### config.mk
export PLATFORM = sky130hd
export DESIGN_NAME = hazard_scoreboard
export DESIGN_NICKNAME = d
export VERILOG_FILES = /design/src/rtl/haz_pkg.sv /design/src/rtl/haz_sb_entry.sv /design/src/rtl/hazard_scoreboard.sv
export SDC_FILE = /design/constraint.sdc
export NUM_CORES = 1
export LEC_CHECK = 0
export BUFFER_PORTS_ARGS = -buffer_cell sky130_fd_sc_hd__buf_2
export CAP_MARGIN = 15
export CORE_MARGIN = 3
export CORE_UTILIZATION = 40
export DETAILED_ROUTE_END_ITERATION = 10
export PLACE_DENSITY = 0.61
export SYNTH_ARGS = -nofsm -noshare
export SYNTH_HDL_FRONTEND = slang
export SYNTH_HIERARCHICAL = 1
export SYNTH_SLANG_ARGS = --single-unit
### constraint.sdc
create_clock -name i_clock -period 10 [get_ports i_clock]
set_input_delay 0.5 -clock i_clock [delete_from_list [all_inputs] [get_ports i_clock]]
set_output_delay 0.5 -clock i_clock [all_outputs]
set_load 0.01 [all_outputs]
### src/rtl/haz_pkg.sv
// Shared forward-select encodings and sizing helpers for the hazard scoreboard.
package haz_pkg;

    typedef enum logic [1:0] {
        FWD_RF  = 2'b00,
        FWD_MEM = 2'b01,
        FWD_WB  = 2'b10,
        FWD_EX  = 2'b11
    } fwd_sel_e;

    // Register index width; a one-register file still needs a 1-bit index.
    function automatic int unsigned idx_w(input int unsigned nreg);
        return (nreg > 1) ? 32'($clog2(nreg)) : 32'd1;
    endfunction

    function automatic int unsigned busy_w(input int unsigned nreg);
        return 32'($clog2(nreg)) + 32'd1;
    endfunction

    function automatic int unsigned lat_max(input int unsigned cnt_w);
        return (32'd1 << cnt_w) - 32'd1;
    endfunction

endpackage

### src/rtl/haz_sb_entry.sv
// One architectural register's scoreboard slot: pending bit, variable-latency
// flag and fixed-latency countdown.
module haz_sb_entry #(
    parameter int unsigned CNT_W = 4
) (
    input  logic             i_clock,
    input  logic             i_reset,
    input  logic             i_issue,
    input  logic [CNT_W-1:0] i_issue_lat,
    input  logic             i_done,
    output logic             o_pending,
    output logic             o_long,
    output logic             o_pending_nxt
);

    logic             r_pending;
    logic             r_long;
    logic [CNT_W-1:0] r_cnt;
    logic             w_pending_nxt;
    logic             w_long_nxt;
    logic [CNT_W-1:0] w_cnt_nxt;

    // Issue re-arms the slot and outranks both completion and countdown.
    always_comb begin
        w_pending_nxt = r_pending;
        w_long_nxt    = r_long;
        w_cnt_nxt     = r_cnt;
        if (i_issue) begin
            w_pending_nxt = 1'b1;
            if (i_issue_lat != '0) begin
                w_long_nxt = 1'b0;
                w_cnt_nxt  = i_issue_lat;
            end else begin
                w_long_nxt = 1'b1;
                w_cnt_nxt  = '0;
            end
        end else if (i_done && (r_pending || r_long)) begin
            w_pending_nxt = 1'b0;
            w_long_nxt    = 1'b0;
            w_cnt_nxt     = '0;
        end else if (r_pending && !r_long) begin
            w_cnt_nxt = r_cnt - CNT_W'(1);
            if (r_cnt == CNT_W'(1)) begin
                w_pending_nxt = 1'b0;
            end
        end
    end

    always_ff @(posedge i_clock) begin
        if (i_reset) begin
            r_pending <= 1'b0;
            r_long    <= 1'b0;
            r_cnt     <= '0;
        end else begin
            r_pending <= w_pending_nxt;
            r_long    <= w_long_nxt;
            r_cnt     <= w_cnt_nxt;
        end
    end

    assign o_pending     = r_pending;
    assign o_long        = r_long;
    assign o_pending_nxt = w_pending_nxt;

endmodule

### src/rtl/hazard_scoreboard.sv
// Scoreboard hazard/forwarding unit beside ID: issue stall and per-port forward selects.
// Optional stall statistics counters enabled by defining HAZARD_SCOREBOARD_STATS_EN.
module hazard_scoreboard
    import haz_pkg::*;
#(
    parameter  int unsigned NREG  = 32,
    parameter  int unsigned NSRC  = 2,
    parameter  int unsigned CNT_W = 4,
    localparam int unsigned RW    = idx_w(NREG),
    localparam int unsigned BW    = busy_w(NREG)
) (
    input  logic                i_clock,
    input  logic                i_reset,
    input  logic                i_issue_valid,
    input  logic [RW-1:0]       i_issue_dst,
    input  logic [CNT_W-1:0]    i_issue_lat,
    input  logic                i_done_valid,
    input  logic [RW-1:0]       i_done_dst,
    input  logic [NSRC-1:0]     i_src_valid,
    input  logic [NSRC-1:0]     i_src_need,
    input  logic [NSRC*RW-1:0]  i_src_reg,
    input  logic [RW-1:0]       i_ex_dst,
    input  logic [RW-1:0]       i_mem_dst,
    input  logic [RW-1:0]       i_wb_dst,
    input  logic                i_ex_rdy,
    input  logic                i_mem_rdy,
    input  logic                i_wb_rdy,
    output logic                o_stall,
    output logic [NSRC*2-1:0]   o_fwd_sel,
    output logic [BW-1:0]       o_busy_count
`ifdef HAZARD_SCOREBOARD_STATS_EN
    ,
    output logic [31:0]         o_stall_raw_cycles,
    output logic [31:0]         o_stall_waw_cycles
`endif
);

    logic [NREG-1:0] w_pending;
    logic [NREG-1:0] w_long;
    logic [NREG-1:0] w_pending_nxt;
    logic [NSRC-1:0] w_raw;
    logic            w_raw_any;
    logic            w_waw;
    logic            w_accept;
    fwd_sel_e        w_sel [NSRC];
    logic [BW-1:0]   w_busy_nxt;
    logic [BW-1:0]   r_busy_count;

    assign w_accept = i_issue_valid && !o_stall;

    // Register 0 is hardwired zero and never tracked.
    assign w_pending[0]     = 1'b0;
    assign w_long[0]        = 1'b0;
    assign w_pending_nxt[0] = 1'b0;

    for (genvar i = 1; i < NREG; i++) begin : g_entry
        haz_sb_entry #(
            .CNT_W(CNT_W)
        ) u_entry (
            .i_clock      (i_clock),
            .i_reset      (i_reset),
            .i_issue      (w_accept && (i_issue_dst == RW'(i))),
            .i_issue_lat  (i_issue_lat),
            .i_done       (i_done_valid && (i_done_dst == RW'(i))),
            .o_pending    (w_pending[i]),
            .o_long       (w_long[i]),
            .o_pending_nxt(w_pending_nxt[i])
        );
    end

    // Per-port forward priority EX > MEM > WB; a RAW hazard is a needed operand with no live source.
    for (genvar p = 0; p < NSRC; p++) begin : g_port
        logic [RW-1:0] w_reg;
        logic          w_act;
        logic          w_hit_ex;
        logic          w_hit_mem;
        logic          w_hit_wb;

        assign w_reg     = i_src_reg[p*RW +: RW];
        assign w_act     = i_src_valid[p] && (w_reg != '0);
        assign w_hit_ex  = w_act && i_ex_rdy  && (i_ex_dst  == w_reg);
        assign w_hit_mem = w_act && i_mem_rdy && (i_mem_dst == w_reg);
        assign w_hit_wb  = w_act && i_wb_rdy  && (i_wb_dst  == w_reg);

        assign w_sel[p] = i_reset   ? FWD_RF  :
                          w_hit_ex  ? FWD_EX  :
                          w_hit_mem ? FWD_MEM :
                          w_hit_wb  ? FWD_WB  : FWD_RF;

        assign w_raw[p] = i_issue_valid && w_act && i_src_need[p] && w_pending[w_reg]
                          && !(w_hit_ex || w_hit_mem || w_hit_wb);

        assign o_fwd_sel[p*2 +: 2] = w_sel[p];
    end

    assign w_raw_any = |w_raw;
    assign w_waw     = i_issue_valid && (i_issue_dst != '0)
                       && w_pending[i_issue_dst] && w_long[i_issue_dst];
    assign o_stall   = !i_reset && (w_raw_any || w_waw);

    always_comb begin
        w_busy_nxt = '0;
        for (int i = 0; i < NREG; i++) begin
            w_busy_nxt = w_busy_nxt + BW'(w_pending_nxt[i]);
        end
    end

    always_ff @(posedge i_clock) begin
        if (i_reset) begin
            r_busy_count <= '0;
        end else begin
            r_busy_count <= w_busy_nxt;
        end
    end

    assign o_busy_count = i_reset ? '0 : r_busy_count;

`ifdef HAZARD_SCOREBOARD_STATS_EN
    logic [31:0] r_raw_cycles;
    logic [31:0] r_waw_cycles;

    // Saturating counts of cycles each hazard class blocked issue.
    always_ff @(posedge i_clock) begin
        if (i_reset) begin
            r_raw_cycles <= '0;
            r_waw_cycles <= '0;
        end else begin
            if (w_raw_any && (r_raw_cycles != '1)) begin
                r_raw_cycles <= r_raw_cycles + 32'd1;
            end
            if (w_waw && (r_waw_cycles != '1)) begin
                r_waw_cycles <= r_waw_cycles + 32'd1;
            end
        end
    end

    assign o_stall_raw_cycles = r_raw_cycles;
    assign o_stall_waw_cycles = r_waw_cycles;
`else
    // Stall statistics compiled out.
`endif

endmodule

# ---- After elaboration in Yosys (flattened, before gate mapping)
# Cells that the tools add are included.
dict set report op_classes {
  n_addsub 61
  n_lt_le_gt_ge 3
  eq_ne 99
  muxes 298
  reduce_logical 289
}
# op n
set ops {}
lappend ops {{$mux 4} 94}
lappend ops {{$mux 1} 191}
lappend ops {{$eq 5x5->1 const B} 32}
lappend ops {{$logic_and 1x1->1} 151}
lappend ops {{$add 6x1->6} 25}
lappend ops {{$eq 4x1->1 const B} 31}
lappend ops {{$sub 4x1->4 const B} 31}
lappend ops {{$reduce_bool 3->1} 31}
lappend ops {{$eq 5x4->1 const B} 16}
lappend ops {{$reduce_bool 2->1} 31}
lappend ops {{$eq 5x3->1 const B} 8}
lappend ops {{$logic_or 1x1->1} 36}
lappend ops {{$logic_not 1->1} 35}
lappend ops {{$eq 5x5->1} 6}
lappend ops {{$bmux 1 s5} 4}
lappend ops {{$eq 5x2->1 const B} 4}
lappend ops {{$lt 5x6->1 const B} 3}
lappend ops {{$mux 2} 8}
lappend ops {{$reduce_bool 5->1} 3}
lappend ops {{$eq 5x1->1 const B} 2}
lappend ops {{$add 5x1->6} 1}
lappend ops {{$mux 6} 1}
lappend ops {{$add 4x1->5} 1}
lappend ops {{$add 3x1->4} 1}
lappend ops {{4 further kinds} 4}
dict set report word_totals {
  register_bits 192
  elab_cells 844
}

# ---- Logic depth before layout (Yosys ltp)
# Gate-level depths: netlist of the first run.
dict set report depth {
  ltp_word 45
  depth_mapped 28
  mapped_depth_nobuf 25
}

# ---- By module
# The synthesis of the first run kept the hierarchy.
# module n_inst cells_per_inst area_per_inst_um2 seq_area_each_um2
set by_module_without_submodules {}
lappend by_module_without_submodules {haz_sb_entry 31 45 400.4 120.1}
lappend by_module_without_submodules {hazard_scoreboard 1 394 3133.0 120.1}

# ---- Worst setup path after synthesis of the first run
# No wires, ideal clock.
dict set report synth_timing {
  path_type {input -> register}
  start {in i_src_reg[5]}
  end {reg r_busy_count[4]}
  setup_time_ns 0.128
  arrival_time_ns 6.883
  required_ns 9.872
  setup_slack_ns 2.990
  path_stages 26
  cell_sequence {clkbuf_1 > mux4_2 > mux2_2 > nor3b_1 > nor4_1 > a21oi_1 > a21oi_4 > buf_6 > nor3_1 > o21bai_1 > inv_1 > fa_1 > fa_1 > inv_1 > fa_1 > inv_1 > fa_1 > fa_1 > fa_1 > fa_1 > fa_1 > inv_1 > a21o_1 > a21oi_1 > xor2_1 > nor2_1}
}
dict set report synth_via {
  elab_cells_between_ends 117
  classes_between {30 x add/sub; 3 x eq/ne; 33 x mux; 51 x reduce/logical}
}
# element line
set synth_rtl {}
lappend synth_rtl {{start, declared} hazard_scoreboard.sv:21} ;# input logic [NSRC*RW-1:0] i_src_reg,
lappend synth_rtl {{parallel branches: the longest is 7 deep, another holds $bmux 1 s5} --}
lappend synth_rtl {{$logic_and 1x1->1 (*)} hazard_scoreboard.sv:91} ;# && !(w_hit_ex || w_hit_mem || w_hit_wb);
lappend synth_rtl {{$reduce_or 2->1 (*)} hazard_scoreboard.sv:96} ;# assign w_raw_any = |w_raw;
lappend synth_rtl {{$logic_or 1x1->1 (*)} hazard_scoreboard.sv:99} ;# assign o_stall = !i_reset && (w_raw_any || w_waw);
lappend synth_rtl {{$logic_and 1x1->1 (*)} hazard_scoreboard.sv:99}
lappend synth_rtl {{$logic_not 1->1 (*)} hazard_scoreboard.sv:49} ;# assign w_accept = i_issue_valid && !o_stall;
lappend synth_rtl {{$logic_and 1x1->1 (*)} hazard_scoreboard.sv:49}
lappend synth_rtl {{$logic_and 1x1->1 (*)} hazard_scoreboard.sv:62} ;# .i_issue (w_accept && (i_issue_dst == RW'(i))),
lappend synth_rtl {{$mux 1 (*)} haz_sb_entry.sv:28} ;# if (i_issue) begin
lappend synth_rtl {{net w_pending_nxt[28]} hazard_scoreboard.sv:40} ;# logic [NREG-1:0] w_pending_nxt;
lappend synth_rtl {{$add 6x1->6 (*) (4 in series)} hazard_scoreboard.sv:104} ;# w_busy_nxt = w_busy_nxt + BW'(w_pending_nxt[i]);
lappend synth_rtl {{end signal, assigned} hazard_scoreboard.sv:112} ;# r_busy_count <= w_busy_nxt;
lappend synth_rtl {{end, declared} hazard_scoreboard.sv:47} ;# logic [BW-1:0] r_busy_count;
# Mark *: on every way through the listed nets, which the timed path passes. The select of a mux whose other input is x is not followed.
# A chain may end at the register's enable or synchronous reset.

# ---- Worst setup path after layout of the first run
dict set report layout_timing {
  start {reg g_entry[17].u_entry.r_pending}
  end {reg r_busy_count[4]}
}
dict set report layout_via {
  elab_cells_between_ends 115
  classes_between {30 x add/sub; 40 x mux; 45 x reduce/logical}
}
# element line
set layout_rtl {}
lappend layout_rtl {{start, declared} haz_sb_entry.sv:16} ;# logic r_pending;
lappend layout_rtl {{start signal, assigned} haz_sb_entry.sv:55} ;# r_pending <= w_pending_nxt;
lappend layout_rtl {{$bmux 1 s5} hazard_scoreboard.sv:90} ;# assign w_raw[p] = i_issue_valid && w_act && i_src_need[p] && w_pending[w_reg]
lappend layout_rtl {{$mux 1 (not written as such)} hazard_scoreboard.sv:90}
lappend layout_rtl {{$logic_and 1x1->1} hazard_scoreboard.sv:90}
lappend layout_rtl {{$logic_and 1x1->1} hazard_scoreboard.sv:91}
lappend layout_rtl {{$reduce_or 2->1} hazard_scoreboard.sv:96}
lappend layout_rtl {{$logic_or 1x1->1 (*)} hazard_scoreboard.sv:99}
lappend layout_rtl {{$logic_and 1x1->1 (*)} hazard_scoreboard.sv:99}
lappend layout_rtl {{$logic_not 1->1 (*)} hazard_scoreboard.sv:49}
lappend layout_rtl {{$logic_and 1x1->1 (*)} hazard_scoreboard.sv:49}
lappend layout_rtl {{$logic_and 1x1->1 (*)} hazard_scoreboard.sv:62}
lappend layout_rtl {{$mux 1 (*)} haz_sb_entry.sv:28}
lappend layout_rtl {{net w_pending_nxt[6]} hazard_scoreboard.sv:40}
lappend layout_rtl {{$add 5x1->6 (*)} hazard_scoreboard.sv:104}
lappend layout_rtl {{$add 6x1->6 (*) (25 in series)} hazard_scoreboard.sv:104}
# Mark *: on every way through the listed nets, which the timed path passes. The rest lies on a longest branch. The select of a mux whose other input is x is not followed.

==> metrics.cfg, run 1 <==
[detailed_routing]
num_vias=13600
wl_met2_mm=20.8
maxUsedRoutingLayer=met5
drc=0
drt-pass1-iter-count=5
drtIter0Drc=809
wl_met1_mm=19.8
dr_wl_met3_mm=3.22
antenna_left=0
wl_mm=45.0
wl_per_cell_um=19.3
via_per_inst=5.84

[synthesis]
synth_cells=1789
ys_seq_elements=192
synth_nets=1931
muxShareOfSynthArea_pct=3.87
synth-simple-area-share_pct=30.4
synth_edf_count=0
ys_types=52
yosysSeqAreaShare_pct=24.7
synthFlopType=dfxtp_1
yosysWarnings=6
syn_avg_cell_area_um2=8.69
syn_area_um2=15500
synth_top_family_by_area=simple AND/OR/NAND/NOR gates
synth_compound_area_share_pct=21.5
synthXorXnorAreaFrac_pct=1.86
synthAdderAreaFrac_pct=8.52
async_flop_share_pct=0

[setup_path]
critPathArrivalTime_ns=7.92
critPathBufInv=2
path_delay_family=adder cells
critPathKind=reg2reg
cp-start-kind=flop
r2r_cells=22
end_kind=flop
crit_fanout=15
crit_top_cell=fa_1
crit_chain=mux4_1 -> mux4_1 -> nor2b_1 -> nor4_1 -> nand4_2 -> a31oi_4 -> nor3_2 -> o21bai_1 -> inv_1 -> fa_1 -> fa_1 -> fa_1 -> fa_1 -> fa_1 -> fa_1 -> fa_1 -> fa_1 -> inv_1 -> a21o_1 -> a21oi_1 -> xor2_1 -> nor2_1
cp_slowest_cell=nor3_2
critPathMaxStageDelay_ns=0.71
cp.required_ns=10.32
worstSetupPathDepth=22

[power]
leakagePower_uw=0.00587
power_density_nw_per_um2=108
ir_drop_uv=109
finalPower_uw=1790

[clock_tree]
root_buffer=clkbuf_16
path_clk_slew_ns=0.08
clk_latency_ns=0.46
post_cts_buffers=0
clockBufferDepth=2
ctsHoldBuffers=0
cts_buffers=17
cts_tree=done
cts-resized-gates=0
cts.sinks=192
htree_levels=4

[sta]
hold_viol=0
rsz0062_at_grt=no
fmax_mhz=131
finClkSkew_ns=0.0147
period_share_pct=76.1
hold_slack_ns=0.544
drv_slew=0
worst_pin_slew_ns=0.971
finalCriticalPeriod_ns=7.61
fin_ws_ns=2.39
max_slew_margin_pct=35.3
setup_viol=0
setup-tns-final_ns=0

[global_route]
grtUsageTotal_pct=21.6
overflow=0
antenna_found_initial=2
grt_max_degree=78
grt_first_pass_wirelength_mm=71.7
grt_pass1_vias=13100

[run]
cap_violations=0

[outcome]
status=finished, final reports clean

[finish]
fin_nets=1946
area_growth_pct=7.12
final-seq-area_um2=3840
num-fill-cells=3845
multi_input_area_um2=10300
diodes=0
drive_gt1_share_pct=20.3

[die]
chipHeight_um=203
ios=61
dieArea_um2=41300
start_util_pct=40.9
coreArea_um2=38000
die_w_um=203
num_rows=71

[placement]
dpl.hpwl_mm=31.1
gp_congestion=0.891
io_buffer_count=60
preCtsSetupSlack_ns=1.98

[min_path]
hp-class=reg2reg
hold_depth=2

[per-layer routing]
layer / vias to the layer above / GRT usage (%)
li1: 6538 / -
met1: 6592 / 28.6
met2: 397 / 35.3
met3: 63 / 4.92
met4: 4 / 6.59
met5: - / 0
[stage by stage]
| stage | cell area, um2 | util [%] | std cells |
|---|---|---|---|
| finish | 16700 | 43.8 | 2328 |
| global route | 16700 | 43.8 | 2328 |
| CTS | 16700 | 43.8 | 2328 |
| detailed placement | 16000 | 42.2 | 2296 |
| global placement | 16000 | 42.2 | 2296 |
| floorplan | 15500 | - | 1789 |
[path summary, 6_finish.rpt]
path	end	slack (ns)	from
worst min register to register	g_entry[14].u_entry/r_cnt[2]$_SDFFE_PP0P_	0.54	g_entry[14].u_entry/r_cnt[2]$_SDFFE_PP0P_
worst max-delay path	r_busy_count[4]$_SDFF_PP0_	2.39	g_entry[17].u_entry/o_pending$_SDFF_PP0_
worst min-delay path	g_entry[14].u_entry/r_cnt[2]$_SDFFE_PP0P_	0.54	g_entry[14].u_entry/r_cnt[2]$_SDFFE_PP0P_
worst max register to register	r_busy_count[4]$_SDFF_PP0_	2.39	g_entry[17].u_entry/o_pending$_SDFF_PP0_
[flip-flops by register name (all words and copies together) (netlist names)]
name,count
r_busy_count,6
g_entry.u_entry/o_long,31
g_entry.u_entry/r_cnt,124
g_entry.u_entry/o_pending,31
[layout make-up]
type	instances	share of cell area [%]
clock buffer	18	2.64
timing repair buffer	87	3.07
multi-input combinational	1301	61.7
clock inverter	14	1.01
sequential	192	23.1
inverter	205	4.62
tap	511	3.84
[where the power goes]
part | leakage [uW] | switching, uW | total (uW) | internal [uW]
Combinational | 0.00402 | 160 | 256 | 96.6
Sequential | 0.00155 | 21.3 | 802 | 781
Clock | 0.000296 | 348 | 732 | 384
[synth_stat cells, types with 13 or more instances]
cell type,n,area share [%]
a211oi_1,33,1.6
a21oi_1,104,3.3
a221oi_2,62,6.0
a31oi_1,34,1.4
a32oi_1,32,1.8
buf_2,35,1.1
buf_6,35,2.5
clkbuf_1,18,0.43
dfxtp_1,192,25
fa_1,23,3.0
ha_1,69,5.6
inv_1,205,5.0
mux4_2,14,2.0
nand2_1,27,0.65
nand2b_1,43,1.7
nand2b_2,62,3.5
nand3_1,13,0.42
nand3b_1,35,1.7
nor2_1,127,3.1
nor2b_1,107,4.3
nor3_1,130,4.2
nor3_2,38,2.4
nor4_1,36,1.4
nor4b_2,62,6.0
o21ai_1,62,2.0
o21bai_1,31,1.5
o22ai_1,63,2.5
xnor2_1,23,1.3
[placed cells by master, fill, tap and decap left out, drive strengths merged, types with 62 or more instances in the layout]
| cell type | Yosys | routed |
|---|---|---|
| dfxtp | 192 | 192 |
| nor4b | 62 | 62 |
| a221oi | 62 | 62 |
| nor2b | 107 | 107 |
| o22ai | 63 | 63 |
| inv | 205 | 211 |
| a21oi | 105 | 105 |
| o21ai | 71 | 71 |
| nand2b | 105 | 105 |
| buf | 73 | 86 |
| nor3 | 169 | 169 |
| ha | 69 | 69 |
| nor2 | 127 | 127 |
[worst min-delay path, stage by stage, from the launching register on]
cell and delay (ns):
dfxtp_1 0.35, nand3b_1 0.09, a21oi_1 0.06
[cell families after synthesis]
group           after synthesis
flops                       192
mux                          31
xor+xnor                     33
fa+ha+maj                    92
buf+inv                     296
compound gates              444
simple gates                701
Power figures use the tool's default switching activity.
==> run 2, diff against run 1 <==
Settings changed: ABC_AREA set to 1.
Clock period 10 ns to 7.6 ns, I/O delays scaled along.
==> run 2 against run 1 <==
Net effect: clock power is 30% higher; register-to-register slack worse by 1.7 ns; sequential cell count is the same; setup slack got worse by 1.8 ns; via count grew 18%; global-route usage up 2.5 points; synthesized cell count rose by 43%; cell count grew 34%; combinational power rose by 38%; critical endpoint unchanged; largest cell class unchanged; largest power group unchanged.
==> metrics.cfg, run 2 <==
[setup_path]
worstSetupStartpoint=i_issue_dst[1]
r2r_end=r_busy_count[4]$_SDFF_PP0_
rrSetupSlack_ns=0.70  ; -1.69 ns
crit_top_cell=nand2_1
critPathMaxStageDelay_ns=0.55  ; -0.16 ns
cp_slowest_cell=fa_1
critPathArrivalTime_ns=7.33  ; -0.59 ns
cp-start-kind=input pin
setup.worst_path.end=r_busy_count[4]$_SDFF_PP0_
crit_fanout=31  ; +16
rr_startpoint=g_entry[25].u_entry/o_long$_SDFFE_PP0P_
end_kind=flop
r2r_cells=32  ; +45%
critPathKind=in2reg
cp.required_ns=7.95  ; -2.37 ns

[clock_tree]
post_cts_buffers=0  ; unchanged
root_buffer=clkbuf_16
cts-resized-gates=0  ; unchanged
ctsHoldBuffers=0  ; unchanged
cts_tree=done
clk_latency_ns=0.47  ; about the same
path_clk_slew_ns=0.07  ; about the same
clockBufferDepth=2  ; unchanged
cts_buffers=17  ; unchanged
cts.sinks=192  ; unchanged
htree_levels=4  ; unchanged

[synthesis]
synth_nets=2698  ; +40%
yosysWarnings=6  ; unchanged
yosysSeqAreaShare_pct=25.6  ; +0.86 points
synth_cells=2556  ; +43%
ys_types=31  ; -40%
netlist.area_leader.share_pct=25.6  ; +0.86 points
syn_area_um2=15000  ; -3.3%
synth_top_area_cell=dfxtp_1
synth_most_common_cell=nand2_1
yosys-top-cells-area=dfxtp_1, nand2_1, inv_1
async_flop_share_pct=0  ; unchanged
synth_commonest_cells=nand2_1, inv_1, nor2_1
syn_avg_cell_area_um2=5.88  ; -32%
synth_edf_count=0  ; unchanged
synthFlopType=dfxtp_1
ys_seq_elements=192  ; unchanged

[global_route]
grtUsageTotal_pct=24.1  ; +2.5 points
grt_max_degree=66  ; -15%
antenna_found_initial=3  ; +1
grt_pass1_vias=14800  ; +13%
overflow=0  ; unchanged
grt_first_pass_wirelength_mm=76.5  ; +6.6%

[die]
die_w_um=200  ; -1.6%
ios=61  ; unchanged
num_rows=70  ; -1.4%
dieArea_um2=39900  ; -3.3%
start_util_pct=40.8  ; -0.041 points
coreArea_um2=36800  ; -3.3%
chipHeight_um=200  ; -1.6%

[sta]
setup_viol=0  ; unchanged
finClkSkew_ns=0.0249  ; +0.0102 ns
setup-tns-final_ns=0  ; unchanged
rsz0062_at_grt=no
drv_slew=0  ; unchanged
finalCriticalPeriod_ns=6.98
fin_ws_ns=0.618  ; -1.78 ns
fmax_mhz=143
period_share_pct=91.9
max_slew_margin_pct=34.7  ; -0.59 points
worst_pin_slew_ns=0.980  ; +0.00882 ns
hold_viol=0  ; unchanged

[detailed_routing]
via_per_inst=5.16  ; -12%
drtIter0Drc=1376  ; +70%
wl_per_cell_um=15.4  ; -20%
wl_mm=48.0  ; +6.7%
num_vias=16000  ; +18%
drt-pass1-iter-count=5  ; unchanged
drc=0  ; unchanged
antenna_left=0  ; unchanged

[finish]
fin_nets=2769  ; +42%
area_growth_pct=9.74
final_cell_mix=nand2_1, inv_1, nor2_1
final_common_cell=nand2_1
largest_register_ffs=124  ; unchanged
regMostFlops=g_entry.u_entry/r_cnt
drive_gt1_share_pct=8.56  ; -12 points
design_area_um2=16500  ; -0.98%
utilization_pct=44.8  ; +1.0 points

[power]
power_density_nw_per_um2=143  ; +33%
ir_drop_uv=159  ; +46%
leakagePower_uw=0.00800  ; +36%

[placement]
io_buffer_count=60  ; unchanged
dpl.hpwl_mm=34.0  ; +9.5%
gp_congestion=0.910  ; +2.2%
preCtsSetupSlack_ns=0.233  ; -1.75 ns
placed_area_um2=15900  ; -0.94%

[outcome]
status=finished, final reports clean

[run]
cap_violations=0  ; unchanged

[min_path]
hp-class=in2reg

run 2: cell count changes in the layout (fill, tap and decap cells not counted), moves of 55 or more:
cell,previous run,this run
a221oi_2,62,0
o21ai_0,9,141
a21oi_1,104,198
nor2_1,127,341
nand2_1,27,804
inv_1,205,361
nand2b_2,62,0
nand3_1,13,229
o22ai_1,63,1
o21ai_1,62,7
nor2b_1,107,0
nor4b_2,62,0
nor3_1,130,6
run 2: worst min path at each step:
stage / from / slack (ns) / to / cells past startpoint
finish: i_reset / 0.33 / r_busy_count[3]$_SDFF_PP0_ / 4
global route: i_reset / 0.32 / r_busy_count[2]$_SDFF_PP0_ / 4
CTS: i_reset / 0.28 / r_busy_count[3]$_SDFF_PP0_ / 4
detailed placement: g_entry[15].u_entry/o_long$_SDFFE_PP0P_ / 0.54 / g_entry[15].u_entry/o_long$_SDFFE_PP0P_ / 2
global placement: g_entry[15].u_entry/o_long$_SDFFE_PP0P_ / 0.51 / g_entry[15].u_entry/o_long$_SDFFE_PP0P_ / 2
floorplan: i_reset / 0.45 / g_entry[10].u_entry/o_long$_SDFFE_PP0P_ / 1
run 2: layout make-up:
class	count	area, um2
fillers	3955	20300
multi-input cells	1935	9480
flip-flops and latches	192	3840
inverters	393	1480
well taps	468	586
repair buffers	88	513
clock buffers	19	433
clock inverters	12	159
diodes	1	2.50
run 2: routing by layer:
layer  GRT usage [%]  up-vias  routed length (um)
met5               0        -                  23
met4            8.12        4                1240
met3            4.82       88                3220
met2            39.8      468               22100
met1            31.6     7365               21400
li1                -     8103                   -
run 2: worst max-delay path, delay by kind of cell:
kind            cells  cell delay, ns
fa+ha+maj           8            3.78
simple gates       16            2.03
buf+inv             8            0.84
compound gates      3            0.28
run 2: cells by family after synthesis:
logic type	after synthesis	synth area share (%)
buffers and inverters	429	11.3
adder cells (fa/ha/maj)	92	8.81
AND/OR/NAND/NOR	1459	40.6
XOR/XNOR	34	1.98
AO/OA/AOI/OAI	350	11.7
flip-flops	192	25.6
run 2: where the power goes:
| group | switching (uW) | internal, uW |
|---|---|---|
| Sequential | 21.5 | 1030 |
| Clock | 430 | 519 |
| Combinational | 240 | 112 |
run 2: per-stage QoR:
| step | total power [uW] | hold WS [ns] | cells |
|---|---|---|---|
| floorplan | 1290 | 0.449 | 2556 |
| global placement | 1420 | 0.514 | 3076 |
| detailed placement | 1420 | 0.535 | 3076 |
| CTS | 2380 | 0.284 | 3107 |
| global route | 2460 | 0.325 | 3108 |
| finish | 2350 | 0.331 | 3108 |
